[src/rtl/de_mux4.sv]
// Registered byte steering for the UART block: 1:4 demux, 4:1 mux and 8:1 mux, all independent.
// One-cycle latency on every path. There is no backpressure, so every output flop is rewritten on every clock edge.
module de_mux4 #(
  parameter int DATA_WIDTH = 8
) (
  input  logic                  clock,
  input  logic                  reset,

  input  logic [1:0]            demux_select,
  input  logic [DATA_WIDTH-1:0] demux_data_i,
  output logic [DATA_WIDTH-1:0] demux_data0_o,
  output logic [DATA_WIDTH-1:0] demux_data1_o,
  output logic [DATA_WIDTH-1:0] demux_data2_o,
  output logic [DATA_WIDTH-1:0] demux_data3_o,

  input  logic [1:0]            mux4_select_i,
  input  logic [DATA_WIDTH-1:0] mux4_data0_i,
  input  logic [DATA_WIDTH-1:0] mux4_data1_i,
  input  logic [DATA_WIDTH-1:0] mux4_data2_i,
  input  logic [DATA_WIDTH-1:0] mux4_data3_i,
  output logic [DATA_WIDTH-1:0] mux4_data_o,

  input  logic [2:0]            mux8_select_i,
  input  logic [DATA_WIDTH-1:0] mux8_data0_i,
  input  logic [DATA_WIDTH-1:0] mux8_data1_i,
  input  logic [DATA_WIDTH-1:0] mux8_data2_i,
  input  logic [DATA_WIDTH-1:0] mux8_data3_i,
  input  logic [DATA_WIDTH-1:0] mux8_data4_i,
  input  logic [DATA_WIDTH-1:0] mux8_data5_i,
  input  logic [DATA_WIDTH-1:0] mux8_data6_i,
  input  logic [DATA_WIDTH-1:0] mux8_data7_i,
  output logic [DATA_WIDTH-1:0] mux8_data_o
);

  logic [DATA_WIDTH-1:0] mux4_nxt;
  logic [DATA_WIDTH-1:0] mux8_nxt;

  always_comb begin
    mux4_nxt = mux4_data0_i;
    case (mux4_select_i)
      2'd0: mux4_nxt = mux4_data0_i;
      2'd1: mux4_nxt = mux4_data1_i;
      2'd2: mux4_nxt = mux4_data2_i;
      2'd3: mux4_nxt = mux4_data3_i;
      default: mux4_nxt = mux4_data0_i;
    endcase
  end

  always_comb begin
    mux8_nxt = mux8_data0_i;
    case (mux8_select_i)
      3'd0: mux8_nxt = mux8_data0_i;
      3'd1: mux8_nxt = mux8_data1_i;
      3'd2: mux8_nxt = mux8_data2_i;
      3'd3: mux8_nxt = mux8_data3_i;
      3'd4: mux8_nxt = mux8_data4_i;
      3'd5: mux8_nxt = mux8_data5_i;
      3'd6: mux8_nxt = mux8_data6_i;
      3'd7: mux8_nxt = mux8_data7_i;
      default: mux8_nxt = mux8_data0_i;
    endcase
  end

  // Unselected demux outputs are forced to zero so at most one is ever non-zero.
  always_ff @(posedge clock or negedge reset) begin
    if (!reset) begin
      demux_data0_o <= '0;
      demux_data1_o <= '0;
      demux_data2_o <= '0;
      demux_data3_o <= '0;
      mux4_data_o   <= '0;
      mux8_data_o   <= '0;
    end else begin
      demux_data0_o <= (demux_select == 2'd0) ? demux_data_i : '0;
      demux_data1_o <= (demux_select == 2'd1) ? demux_data_i : '0;
      demux_data2_o <= (demux_select == 2'd2) ? demux_data_i : '0;
      demux_data3_o <= (demux_select == 2'd3) ? demux_data_i : '0;
      mux4_data_o   <= mux4_nxt;
      mux8_data_o   <= mux8_nxt;
    end
  end

endmodule

[config.mk]
export PLATFORM = sky130hd
export DESIGN_NAME = de_mux4
export DESIGN_NICKNAME = d
export VERILOG_FILES = /design/src/rtl/de_mux4.sv
export SDC_FILE = /design/constraint.sdc
export NUM_CORES = 1
export LEC_CHECK = 0
export CORE_MARGIN = 8
export CORE_UTILIZATION = 37
export CTS_CLUSTER_DIAMETER = 100
export DETAILED_ROUTE_END_ITERATION = 12
export PLACE_DENSITY = 0.95
export REMOVE_ABC_BUFFERS = 1
export SLEW_MARGIN = 20
export SYNTH_ARGS = -nofsm -noshare
export SYNTH_HDL_FRONTEND = slang
export SYNTH_SLANG_ARGS = --single-unit
[constraint.sdc]
create_clock -name clock -period 0.8 [get_ports clock]
set_input_delay 0.16 -clock clock [delete_from_list [all_inputs] [get_ports clock]]
set_output_delay 0.16 -clock clock [all_outputs]
set_load 0.005 [all_outputs]
==> metrics, run 1 <==
Worst EP required between 0.6 and 0.7 ns; vias in the first global route between 2000 and 2500; Tot Pwr around 5.7 mW; final hold vios 0; clock-pin slew on the worst setup and hold paths approximately 0.10 ns; proportion of layout cells with a drive suffix above 1 33.9%; Buf/Inv on CP 1; Synth Warn # 0; Vias approximately 2100; CP max-delay cell dfrtp_1; die height ~93 um; total track usage around 18%; CTS root buffer clkbuf_8; Largest delay share family, worst path flip-flops; Max Cap Viol 0; Power Density 1430 nW/um2; Num CTS Buffers 5; die width 93.1 um; pin count of the biggest net entering global routing 49; DP HPWL about 6.4 mm; H-Tree Depth 2; final worst path period share 122%; boundary pin count around 160; DR vias/cell between 5 and 6; core footprint 5850 um2; Internal ~4.3 mW; dpl ws -0.838 ns; Remaining DRCs 0; max-slew violation count 0; LEAKAGE 2.11 nW; nets 454; clock group share of total power 31.1%; Clock Tree Buf Depth 2; Overflow after GRT 0; DIE AREA approximately 8700 um2; maximum vdd drop about 1000 uV; Seq pwr share 45.4%; Starting Density 37.6%; Hold Crit Class input pin to flop; crit path max fanout 1; Routed WL 8.33 mm; Setup crit start kind flop; Syn Area/Cell between 10 and 15 um2; commonest non-fill, non-tap cells in the layout 61 x dlygate4sd2_1, 52 x buf_2, 48 x dfrtp_1, 30 x clkdlybuf4s50_1, 24 x and2_1; commonest non-fill, non-tap cell in the layout dlygate4sd2_1; post-route minimum period 0.979 ns; failing checks negative setup slack; IO Port Bufs 160; Worst-Margin Slew about 0.31 ns; logic gate share of total power 23.5%; Pre-Repair DR Iteration Count 4; Seq/Total Area, Yosys between 50% and 60%; fillers 449; Worst Setup End Kind output port; GP Congestion 0.796; first-pass GRT wire length about 12 mm; cell count after synthesis approximately 160; RSZ-0062 raised after global routing true; Routed Antenna Nets 0; Final setup viols 52; Cell variety after synth 21; Critical Path AT 0.82 ns; max incr delay on CP slightly below 0.4 ns; NetSw around 1.4 mW; fmax roughly 1000 MHz; status finished with violations; Rows 28; WL per Instance roughly 20 um; Iter 0 DRT Violations 43; Seq cells post-synth 48; Cell Chain, Critical Path buf_2; synth-to-layout area growth 82.5%; Post-Syn Area between 2000 and 2500 um2; TritonCTS clock tree built; Switching Share about 24%; WS Path Type flop to output port; Relative slew margins 78.8%; worst setup margin -0.179 ns; antenna violations before repair 5; CTS sink count 48
==> cells in the mapped netlist (all sizes together) <==
| master | number | area share (%) |
|---|---|---|
| mux2i | 24 | 11 |
| or2b | 1 | 0.51 |
| nor3b | 9 | 3.3 |
| clkbuf | 2 | 0.34 |
| o22ai | 7 | 2.0 |
| o32a | 1 | 0.46 |
| o22a | 7 | 2.8 |
| dfrtp | 48 | 55 |
| a211oi | 8 | 2.7 |
| nor2 | 2 | 0.34 |
| nand2 | 2 | 0.34 |
| and2b | 2 | 0.68 |
| or3 | 1 | 0.28 |
| and2 | 24 | 6.8 |
| mux4 | 8 | 8.2 |
| buf | 10 | 3.4 |
| and3 | 8 | 2.3 |
==> power by group through the flow <==
stage / clock network, mW / logic, mW / registers, mW
after floorplan: 0 / 0.312 / 2.68
after global placement: 0 / 1.44 / 2.66
after detailed placement: 0 / 1.47 / 2.66
after CTS: 1.81 / 1.30 / 2.61
after global routing: 1.94 / 1.44 / 2.62
final: 1.79 / 1.35 / 2.60
==> layout make-up <==
cell class	count	area [um2]	area share (%)
repair buffers	182	1550	38.5
flip-flops and latches	48	1200	29.9
multi-input cells	104	1050	26.1
clock inverters	3	46.3	1.15
clock buffers	5	68.8	1.71
diodes	5	12.5	0.312
well taps	75	93.8	2.34
==> metal layers <==
metal	up-vias	share of wire [%]	wire, um	track usage, %
met5	-	0	0	0
met1	1025	33	2760	17.4
met4	0	2.6	218	7.25
li1	963	-	-	-
met2	103	55	4560	34.7
met3	21	9.5	795	7.21
==> cells by family (layout without fill, tap and decap cells) <==
family	count (synthesis)	after routing	share of synthesized area (%)
AOI/OAI and AO/OA	23	23	7.96
buffers and inverters	12	190	3.75
DFF	48	48	54.6
muxes	32	32	19.1
other	0	5	0
and+or+nand+nor	49	49	14.6
==> flip-flops by register name (all words and copies together) (netlist names) <==
name,flops
demux_data0_o,8
mux8_data_o,8
mux4_data_o,8
demux_data3_o,8
demux_data1_o,8
demux_data2_o,8
==> final timing paths <==
path	from	endpoint	slack, ns	cells past startpoint
worst max-delay path	demux_data1_o[2]	demux_data1_o[2]	-0.18	1
worst min-delay path	mux8_select_i[0]	mux8_data_o[7]	0.28	3
max in group asynchronous	reset	mux4_data_o[7]	0.21	3
min in group asynchronous	reset	mux8_data_o[6]	0.37	3
==> through the flow <==
| step | instances | hold slack (ns) | utilization [%] | area [um2] | TNS (ns) |
|---|---|---|---|---|---|
| finish | 422 | 0.284 | 68.6 | 4020 | -7.34 |
| global route | 422 | 0.277 | 68.6 | 4020 | -9.24 |
| CTS | 417 | 0.283 | 66.3 | 3880 | -7.73 |
| detailed placement | 401 | 0.162 | 67.3 | 3940 | -35.49 |
| global placement | 401 | 0.157 | 67.3 | 3940 | -33.49 |
| floorplan | 152 | -0.136 | - | 2120 | -1.20 |
==> what timing repair did <==
action	4_1_cts	5_1_grt
resized for setup	296	34
endpoints found under the setup margin	88	56
gates cloned	2	0
setup buffers	5	0
pin swaps	22	14
hold endpoints to repair	48	0
hold buffers	1	0
No activity file was read; power rests on OpenSTA's default activity.
==> inputs of run 2 (changes only) <==
- CORE_UTILIZATION: 37 -> 34
- PLACE_DENSITY: 0.95 -> 0.89
- TNS_END_PERCENT: unset -> 50
- clock period: 0.8 -> 1 ns (I/O delays scaled with it)
==> metrics, run 2 (same netlist as run 1, synthesis figures left out) <==
status finished with violations (unchanged); failing checks negative setup slack (unchanged); Pre-Repair DR Iteration Count 4 (unchanged); Max Cap Viol 0 (unchanged); Routed WL 8.25 mm (was 8.33 mm); Power Density 1180 nW/um2 (was 1430 nW/um2); Tot Pwr 4.61 mW (was 5.74 mW); max incr delay on CP 0.39 ns (about the same); finished layout cell area 3920 um2 (was 4020 um2); WS Path Type flop to output port (unchanged); Clock Tree Buf Depth 2 (unchanged); fillers 570 (was 449); Vias 2029 (was 2112); Worst-Margin Slew 0.316 ns (was 0.309 ns); core footprint 6310 um2 (was 5850 um2); synth-to-layout area growth 78.2% (was 82.5%); critical path startpoint demux_data2_o[2] (was demux_data1_o[2]); Routed Antenna Nets 0 (unchanged); Worst EP required 0.80 ns (was 0.64 ns); grt met1 use 17.4% (about the same); Remaining DRCs 0 (unchanged); Overflow after GRT 0 (unchanged); DIE AREA 9300 um2 (was 8670 um2); GP Congestion 0.824 (was 0.796); DP HPWL 6.65 mm (was 6.38 mm); RSZ-0062 raised after global routing true (unchanged); commonest non-fill, non-tap cell in the layout clkdlybuf4s50_1 (was dlygate4sd2_1); DP Area 3940 um2 (about the same); CTS sink count 48 (unchanged); total track usage 17.8% (was 18.4%); Num CTS Buffers 5 (unchanged); Final setup viols 12 (was 52); grt met2 use 34.0% (was 34.7%); Sequential cell area 1200 um2 (unchanged); Cell Chain, Critical Path buf_2 (unchanged); Critical Path AT 0.82 ns (about the same); Largest delay share family, worst path flip-flops (unchanged); nets 451 (was 454); final hold vios 0 (unchanged); proportion of layout cells with a drive suffix above 1 29.2% (was 33.9%); LEAKAGE 1.89 nW (was 2.11 nW); H-Tree Depth 2 (unchanged); clock-pin slew on the worst setup and hold paths 0.10 ns (about the same); CP max-delay cell dfrtp_1 (unchanged); DR vias/cell 4.88 (was 5.00); antenna violations before repair 0 (was 5); DP Cell Count 403 (was 401); pin count of the biggest net entering global routing 49 (unchanged); max-slew violation count 0 (unchanged); Relative slew margins 78.9% (was 78.8%); commonest non-fill, non-tap cells in the layout 101 x clkdlybuf4s50_1, 48 x dfrtp_1, 43 x buf_2, 24 x and2_1, 22 x mux2i_1 (was 61 x dlygate4sd2_1, 52 x buf_2, 48 x dfrtp_1, 30 x clkdlybuf4s50_1, 24 x and2_1); crit path max fanout 1 (unchanged); TritonCTS clock tree built (unchanged); met3 usage 5.41% (was 7.21%); post-route minimum period roughly 1 ns; die height 96.4 um (was 93.1 um); Rows 29 (was 28); CTS root buffer clkbuf_8 (unchanged); maximum vdd drop 675 uV (was 1030 uV); fin cells 416 (was 422); IO Port Bufs 160 (unchanged); boundary pin count 161 (unchanged); Buf/Inv on CP 1 (unchanged); area occupied by multi-input gates 960 um2 (was 1050 um2); Starting Density 34.8% (was 37.6%); ant diodes 0 (was 5); hold path start mux8_select_i[0] (unchanged); Setup crit start kind flop (unchanged); global routing's busiest layer met2 (unchanged); Hold Crit Class input pin to flop (unchanged); die width 96.4 um (was 93.1 um); fmax between 900 and 1000 MHz; Iter 0 DRT Violations 45 (was 43); vias in the first global route 2440 (was 2462); first-pass GRT wire length 12.5 mm (was 12.3 mm); worst setup margin -0.0184 ns (was -0.179 ns); Worst Setup End Kind output port (unchanged); final worst path period share 102%; WL per Instance 19.8 um (was 19.7 um)
==> run 2: what timing repair did <==
| action | CTS | global route |
|---|---|---|
| hold buffers | 1 | 0 |
| setup endpoints to repair | 81 | 68 |
| cloned | 2 | 1 |
| setup buffers | 1 | 0 |
| resized for setup | 196 | 23 |
| hold endpoints to repair | 48 | 0 |
| pin swaps | 2 | 3 |
==> run 2: area by class of cell <==
cell class / instances / area share (%)
well taps: 77 / 2.46
clock buffers: 5 / 1.76
repair buffers: 179 / 39.4
clock inverters: 3 / 1.21
flip-flops and latches: 48 / 30.7
multi-input cells: 104 / 24.5
==> run 2: stage by stage <==
step           setup slack, ns  hold slack [ns]  setup TNS (ns)  util (%)
2_1_floorplan          0.00475          -0.0956               0         -
5_1_grt                -0.0603            0.384           -1.35      62.1
3_5_place_dp            -0.673            0.207          -19.82      62.4
4_1_cts                 -0.120            0.362           -1.16      62.1
6_report               -0.0184            0.381          -0.108      62.1
3_3_place_gp            -0.640            0.200          -17.78      62.4
==> run 2: report_power, final <==
part	internal (mW)	switching (mW)	leakage (nW)
clock network	0.754	0.673	0.0583
registers	2.06	0.0308	0.619
logic	0.707	0.390	1.21
total	3.52	1.09	1.89
==> run 2: worst paths after layout <==
kind	slack, ns	end	cells after the start
max	-0.02	demux_data2_o[2]	1
min	0.38	mux8_data_o[2]	4
max in group asynchronous	0.37	mux8_data_o[4]	3
min in group asynchronous	0.40	demux_data0_o[3]	3
==> run 2: layer usage <==
layer	share of wire, %	up-vias
li1	-	950
met2	55	94
met4	2.5	0
met5	0	-
met1	33	971
met3	8.7	14
==> inputs of run 3 (changes only) <==
- CORE_MARGIN: 8 -> unset
==> metrics, run 3 (same netlist as run 1, synthesis figures left out) <==
status finished with violations (unchanged); failing checks negative setup slack (unchanged); Clock Tree Buf Depth 2 (unchanged); Final setup viols 11 (was 12); CTS sink count 48 (unchanged); WS Path Type flop to output port (unchanged); Worst-Margin Slew 0.314 ns (was 0.316 ns); worst setup margin -0.0279 ns (was -0.0184 ns); Num CTS Buffers 5 (unchanged); total track usage 21.8% (was 17.8%); max incr delay on CP 0.40 ns (was 0.39 ns); Routed Antenna Nets 0 (unchanged); clock-pin slew on the worst setup and hold paths 0.09 ns (was 0.10 ns); pin count of the biggest net entering global routing 49 (unchanged); Critical Path AT 0.83 ns (was 0.82 ns); RSZ-0062 raised after global routing true (unchanged); Pre-Repair DR Iteration Count 4 (unchanged); boundary pin count 161 (unchanged); DR vias/cell 4.96 (was 4.88); dpl ws -0.799 ns (was -0.673 ns); Vias 2062 (was 2029); Buf/Inv on CP 1 (unchanged); final core area utilization 65.3% (was 62.1%); maximum vdd drop 1020 uV (was 675 uV); Remaining DRCs 0 (unchanged); WL per Instance 17.2 um (was 19.8 um); first-pass GRT wire length 10.7 mm (was 12.5 mm); Sequential cell area 1200 um2 (unchanged); CTS root buffer clkbuf_8 (unchanged); Routed WL 7.15 mm (was 8.25 mm); IO Port Bufs 160 (unchanged); Overflow after GRT 0 (unchanged); Relative slew margins 79.0% (was 78.9%); fmax 973 MHz (was 982 MHz); die height 82.4 um (was 96.4 um); DIE AREA 6790 um2 (was 9300 um2); Hold Crit Class input pin to flop (unchanged); final worst path period share 103% (was 102%); Largest delay share family, worst path flip-flops (unchanged); Worst EP required 0.80 ns (about the same); Cell Chain, Critical Path buf_2 (unchanged); max-slew violation count 0 (unchanged); CP max-delay cell dfrtp_1 (unchanged); Setup crit start kind flop (unchanged); antenna violations before repair 0 (unchanged); TritonCTS clock tree built (unchanged); final hold vios 0 (unchanged); commonest non-fill, non-tap cell in the layout clkdlybuf4s50_1 (unchanged); die width 82.4 um (was 96.4 um); Worst Setup End Kind output port (unchanged); vias in the first global route 2259 (was 2440); area occupied by multi-input gates 975 um2 (was 960 um2); ant diodes 0 (unchanged); Max Cap Viol 0 (unchanged); LEAKAGE 1.90 nW (was 1.89 nW); proportion of layout cells with a drive suffix above 1 29.6% (was 29.2%); DP HPWL 5.70 mm (was 6.65 mm); Iter 0 DRT Violations 56 (was 45); Rows 28 (was 29); GP Congestion 0.813 (was 0.824); Power Density 1220 nW/um2 (was 1180 nW/um2); core footprint 6100 um2 (was 6310 um2); nets 453 (was 451); post-route minimum period 1.03 ns (was 1.02 ns); crit path max fanout 1 (unchanged); fillers 512 (was 570); Starting Density 36.1% (was 34.8%); commonest non-fill, non-tap cells in the layout 100 x clkdlybuf4s50_1, 48 x dfrtp_1, 42 x buf_2, 24 x and2_1, 21 x mux2i_1 (was 101 x clkdlybuf4s50_1, 48 x dfrtp_1, 43 x buf_2, 24 x and2_1, 22 x mux2i_1); H-Tree Depth 2 (unchanged); synth-to-layout area growth 81.1% (was 78.2%)
## run 3: cell count changes in the layout (fill, tap and decap cells not counted), moves of 2 or more
cell | previous run | this run
clkinv_4 | 2 | 0
mux2i_4 | 0 | 2
buf_6 | 5 | 3
buf_4 | 9 | 13
and2b_2 | 0 | 2
and2b_4 | 2 | 0
dlygate4sd2_1 | 1 | 6
dlymetal6s2s_1 | 6 | 2
## run 3: layout make-up
cell class                      count  share of cell area, %
Timing Repair Buffer              181                   39.6
Sequential cell                    48                   30.2
Multi-Input combinational cell    104                   24.5
Tap cell                           75                   2.36
Clock buffer                        5                   1.73
Clock inverter                      3                   1.73
## run 3: report_power, final
| group | total (mW) | switching (mW) | internal (mW) |
|---|---|---|---|
| clock | 1.67 | 0.661 | 1.01 |
| combinational | 1.11 | 0.390 | 0.723 |
| sequential | 2.09 | 0.0343 | 2.06 |
## run 3: worst paths after layout
kind                                   from  depth (start not counted)          endpoint  slack (ns)
max in group asynchronous             reset                          3    mux4_data_o[2]        0.37
worst min-delay path       mux8_select_i[0]                          4    mux8_data_o[2]        0.34
min in group asynchronous             reset                          3  demux_data1_o[2]        0.41
worst max-delay path         mux8_data_o[3]                          1    mux8_data_o[3]       -0.03
## run 3: through the flow
stage	area (um2)	power (mW)	TNS, ns	cells	hold slack, ns
6_report	3980	4.87	-0.0645	416	0.338
3_5_place_dp	3990	3.33	-20.13	406	0.204
2_1_floorplan	2120	2.39	0	152	-0.0956
4_1_cts	3990	4.92	-0.985	415	0.363
3_3_place_gp	3990	3.29	-18.42	406	0.200
5_1_grt	3980	5.11	-1.34	416	0.318
## run 3: layer usage
metal / global-route usage, % / share of wire [%] / vias up
met5: 0 / 0 / -
met4: 7.89 / 1.8 / 0
met3: 4.29 / 7.3 / 10
met2: 43.3 / 56 / 102
met1: 22.3 / 35 / 998
li1: - / - / 952
## run 3: repair_timing
action / 4_1_cts / 5_1_grt
endpoints found under the hold margin: 48 / 0
pin swaps: 1 / 2
gates cloned: 0 / 1
setup buffers: 0 / 0
hold buffers: 1 / 0
resized for setup: 205 / 18
endpoints found under the setup margin: 88 / 53
